--- src/rtl/irq_encoder32.sv ---
// irq_encoder32: 32-source edge-captured interrupt encoder.
// Lowest pending+enabled index is presented as a registered ID.
module irq_encoder32 #(
  parameter int NUM_SRC = 32,
  parameter int ID_W    = 5
) (
  input  logic               clk,
  input  logic               rst,
  input  logic               en,
  input  logic [NUM_SRC-1:0] irq_in,
  input  logic               mask_we,
  input  logic [NUM_SRC-1:0] mask_wdata,
  output logic [NUM_SRC-1:0] mask_q,
  output logic [NUM_SRC-1:0] pending_q,
  output logic               req_valid,
  output logic [ID_W-1:0]    req_id,
  input  logic               req_ack
);

  localparam logic [1:0] IDLE    = 2'd0;
  localparam logic [1:0] PRESENT = 2'd1;
  localparam logic [1:0] HOLDOFF = 2'd2;

  logic [1:0]         state_q, state_d;
  logic [NUM_SRC-1:0] irq_prev_q;
  logic [NUM_SRC-1:0] pending_d;
  logic [NUM_SRC-1:0] mask_d;
  logic               req_valid_q, req_valid_d;
  logic [ID_W-1:0]    req_id_q, req_id_d;
  logic [NUM_SRC-1:0] irq_edge;
  logic [NUM_SRC-1:0] elig;
  logic [NUM_SRC-1:0] clr;
  logic [ID_W-1:0]    win;

  assign irq_edge  = irq_in & ~irq_prev_q;
  assign elig      = pending_q & mask_q;
  assign req_valid = req_valid_q;
  assign req_id    = req_id_q;

  // Scan high to low so the lowest set index is the last assignment.
  always_comb begin
    win = '0;
    for (int i = NUM_SRC - 1; i >= 0; i--) begin
      if (elig[i]) win = ID_W'(i);
    end
  end

  always_comb begin
    state_d     = state_q;
    req_valid_d = req_valid_q;
    req_id_d    = req_id_q;
    clr         = '0;
    unique case (state_q)
      IDLE: begin
        if (en && (|elig)) begin
          req_id_d    = win;
          req_valid_d = 1'b1;
          state_d     = PRESENT;
        end
      end
      PRESENT: begin
        if (req_ack) begin
          clr[req_id_q] = 1'b1;
          req_valid_d   = 1'b0;
          state_d       = HOLDOFF;
        end
      end
      HOLDOFF: begin
        state_d = IDLE;
      end
      default: begin
        state_d     = IDLE;
        req_valid_d = 1'b0;
      end
    endcase
  end

  // A new edge on the acked source outranks its clear.
  assign pending_d = (pending_q & ~clr) | irq_edge;
  assign mask_d    = mask_we ? mask_wdata : mask_q;

  always_ff @(posedge clk) begin
    if (rst) begin
      state_q     <= IDLE;
      irq_prev_q  <= '1;
      pending_q   <= '0;
      mask_q      <= '0;
      req_valid_q <= 1'b0;
      req_id_q    <= '0;
    end else begin
      state_q     <= state_d;
      irq_prev_q  <= irq_in;
      pending_q   <= pending_d;
      mask_q      <= mask_d;
      req_valid_q <= req_valid_d;
      req_id_q    <= req_id_d;
    end
  end

endmodule
--- config.mk ---
export PLATFORM = sky130hd
export DESIGN_NAME = irq_encoder32
export DESIGN_NICKNAME = d
export VERILOG_FILES = /design/src/rtl/irq_encoder32.sv
export SDC_FILE = /design/constraint.sdc
export NUM_CORES = 1
export LEC_CHECK = 0
export ABC_AREA = 1
export CORE_MARGIN = 1.5
export CORE_UTILIZATION = 37
export DETAILED_ROUTE_END_ITERATION = 8
export PLACE_DENSITY_LB_ADDON = 0.25
export SYNTH_ARGS = -nofsm -noshare
export SYNTH_HDL_FRONTEND = slang
export SYNTH_SLANG_ARGS = --single-unit
export TNS_END_PERCENT = 5
--- constraint.sdc ---
create_clock -name clk -period 1.7 [get_ports clk]
set_input_delay 0.34 -clock clk [delete_from_list [all_inputs] [get_ports clk]]
set_output_delay 0.34 -clock clk [all_outputs]
set_load 0.02 [all_outputs]
==> flow_metrics.env <==
export IMPL_status="finished, violations left"
export IMPL_violations="setup timing"
export IMPL_fillerInstances=995
export IMPL_first_pass_iters=4
export IMPL_ios=139
export IMPL_area_growth_pct=59.1
export IMPL_slew_headroom_pct=80.3
export IMPL_cp_slowest_cell="dfxtp_4"
export IMPL_hold_path_class="input pin to flop"
export IMPL_via_per_inst=4.61
export IMPL_r2r_start="mask_q[31]"
export IMPL_setup_violations=5
export IMPL_internal_power_mw=3.72
export IMPL_skew_ns=0.0115
export IMPL_ant_nets=0
export IMPL_clk_latency_ns=0.36
export IMPL_swShare_pct=28.9
export IMPL_max_slew_worst_pin_slew_ns=0.296
export IMPL_grt_pass1_wl_mm=19.4
export IMPL_p_leak_nw=3.33
export IMPL_synthCells=536
export IMPL_ys_seq_elements=104
export IMPL_rows=37
export IMPL_seqPwrFrac_pct=51.3
export IMPL_antenna_found_initial=0
export IMPL_numPortBuffers=138
export IMPL_grt_use_total_pct=21.6
export IMPL_drc_errors=0
export IMPL_syn_mean_instance_area_um2=7.50
export IMPL_dp_cells=890
export IMPL_maxCapViolCount=0
export IMPL_synth_largest_area_cell="dfxtp_1"
export IMPL_cts_root_buffer="clkbuf_8"
export IMPL_seqCellArea_um2=2100
export IMPL_num_vias=4177
export IMPL_max_freq_ghz=0.474
export IMPL_path_class="flop to flop"
export IMPL_cts_hold_buf=0
export IMPL_cts_tree="built"
export IMPL_diodes=0
export IMPL_coreArea_um2=10400
export IMPL_vdd_drop_max_mv=0.535
export IMPL_setup_tns_ns=-0.479
export IMPL_initial_utilization_pct=38.6
export IMPL_drtIter0Drc=163
export IMPL_cp_required_ns=1.95
export IMPL_p_clk_share_pct=27.5
export IMPL_hold_violations=0
export IMPL_die_w_um=107
export IMPL_critPathLaunchType="flop"
export IMPL_die_area_um2=11500
export IMPL_power_total_mw=5.24
export IMPL_grt_ovfl_total=0
export IMPL_critPathMostFrequentCell="nand2_1"
export IMPL_ys_warn_count=0
export IMPL_fin_util_pct=61.4
export IMPL_crit_path_end_kind="flop"
export IMPL_drive_gt1_share_pct=23.3
export IMPL_htree_levels=3
export IMPL_fin_crit_ns=2.11
export IMPL_synth_seq_area_share_pct=51.8
export IMPL_switchingPower_mw=1.52
export IMPL_nets=835
export IMPL_cts_buffers=9
export IMPL_dp_worst_setup_slack_ns=-0.423
export IMPL_comb_power_share_pct=21.2
export IMPL_synth_fp_nets=605
export IMPL_synth_top_area_share_pct=51.8
export IMPL_drv_slew=0
export IMPL_multi_input_area_um2=1720
export IMPL_hp_start="rst"
export IMPL_synthTopCellsByArea="dfxtp_1, nand2_1, nor2_1, o21ai_0, or2_2"
export IMPL_cts_num_sinks=104
export IMPL_synth_area_um2=4020
export IMPL_wl_mm=12.3
export IMPL_clock_path_buffers=2
export IMPL_p_per_area_nw_per_um2=819
export IMPL_rsz0062_at_grt="true"
export IMPL_post_dp_hpwl_mm=9.38
export IMPL_finalNonFillerCells=907
export IMPL_die_h_um=107
export IMPL_wl_per_cell_um=13.5
export IMPL_grt_pass1_vias=4138
export IMPL_path_clk_slew_ns=0.10
export IMPL_startpoint="mask_q[31]"
export IMPL_cp_data_arrival_time_ns=2.36
export IMPL_synth_distinct_cells=23
export IMPL_grt_max_degree=72
export IMPL_fin_crit_sh_pct=124
export IMPL_gp_congestion=0.795
export IMPL_cp_max_fo=2
export IMPL_critPathMaxStageDelay_ns=0.36
export IMPL_setup_ws_ns=-0.408
==> layout by cell type, fill, tap and decap left out, drive strengths merged <==
| master | netlist | final |
|---|---|---|
| clkinv | 0 | 1 |
| a21oi | 39 | 39 |
| clkinvlp | 0 | 1 |
| or2 | 32 | 32 |
| o21ai | 68 | 68 |
| clkbuf | 15 | 11 |
| buf | 2 | 99 |
| o31ai | 1 | 1 |
| o41ai | 1 | 1 |
| nor3 | 1 | 1 |
| a31oi | 2 | 2 |
| dlygate4sd2 | 0 | 64 |
| dlymetal6s2s | 0 | 4 |
| dfxtp | 104 | 104 |
| a211oi | 1 | 1 |
| nor2 | 91 | 91 |
| nand2 | 128 | 128 |
| inv | 42 | 45 |
| nand3 | 8 | 8 |
| o211ai | 1 | 1 |
| clkdlybuf4s50 | 0 | 69 |
==> path summary, 6_finish.rpt <==
kind                   endpoint  slack (ns)  cells past startpoint
setup / recovery      req_id[0]       -0.41                     34
hold / removal        mask_q[2]        0.43                      4
setup reg to reg      req_id[0]       -0.41                     34
hold reg to reg   pending_q[30]        0.49                      3
==> cell usage after synthesis (all sizes together) <==
| cell | n |
|---|---|
| nand2 | 128 |
| inv | 42 |
| clkbuf | 15 |
| or2 | 32 |
| nor2 | 91 |
| dfxtp | 104 |
| o31ai | 1 |
| o21ai | 68 |
| nand3 | 8 |
| buf | 2 |
| nor3 | 1 |
| a31oi | 2 |
| o211ai | 1 |
| a21oi | 39 |
| a211oi | 1 |
| o41ai | 1 |
==> power by group through the flow <==
stage / logic (mW) / registers, mW / clock network, mW
after floorplan: 0.360 / 2.88 / 0
after global placement: 1.15 / 2.74 / 0
after detailed placement: 1.17 / 2.74 / 0
after CTS: 1.12 / 2.69 / 1.46
after global routing: 1.21 / 2.71 / 1.57
final: 1.11 / 2.69 / 1.44
==> through the flow <==
step                      hold slack [ns]  area [um2]
after floorplan                     0.432        4040
after global placement              0.464        6260
after detailed placement            0.472        6260
after CTS                           0.429        6380
after global routing                0.450        6400
final                               0.435        6400
==> sequential cells by signal, summed over array words and instances, names as in the netlist <==
signal and count:
irq_prev_q 32, mask_q 32, pending_q 32, req_id 5
state_q 2, req_valid 1
==> layout make-up <==
class | count | area share (%)
multi-input cells | 373 | 26.9
clock inverters | 5 | 0.606
clock buffers | 11 | 2.21
inverters | 42 | 2.46
well taps | 136 | 2.66
repair buffers | 236 | 32.3
flip-flops and latches | 104 | 32.8
==> per-layer routing <==
metal / part of all wire [%] / GRT usage (%) / vias up
met1: 45 / 27.0 / 1901
li1: - / - / 2157
met2: 49 / 37.8 / 106
met5: 0 / 0 / -
met4: 1.4 / 6.00 / 0
met3: 5.2 / 4.00 / 13
==> worst max-delay path, delay by kind of cell, from the launching register on <==
kind | cells | cell delay [ns]
buffers and inverters | 1 | 0.03
AO/OA/AOI/OAI | 1 | 0.05
AND/OR/NAND/NOR | 32 | 1.54
flip-flops | 1 | 0.36
==> cell families after synthesis <==
logic type             after synthesis  synth area share [%]
AOI/OAI and AO/OA                  113                  14.5
DFF                                104                  51.8
and+or+nand+nor                    260                  27.8
buffers and inverters               59                  5.94
==> what timing repair did <==
action | CTS | global route
setup buffers | 1 | 0
hold endpoints to repair | 0 | 0
resized for setup | 71 | 5
pin swaps | 1 | 1
endpoints found under the setup margin | 69 | 13
Note: power is estimated with default switching activity, not from simulation.
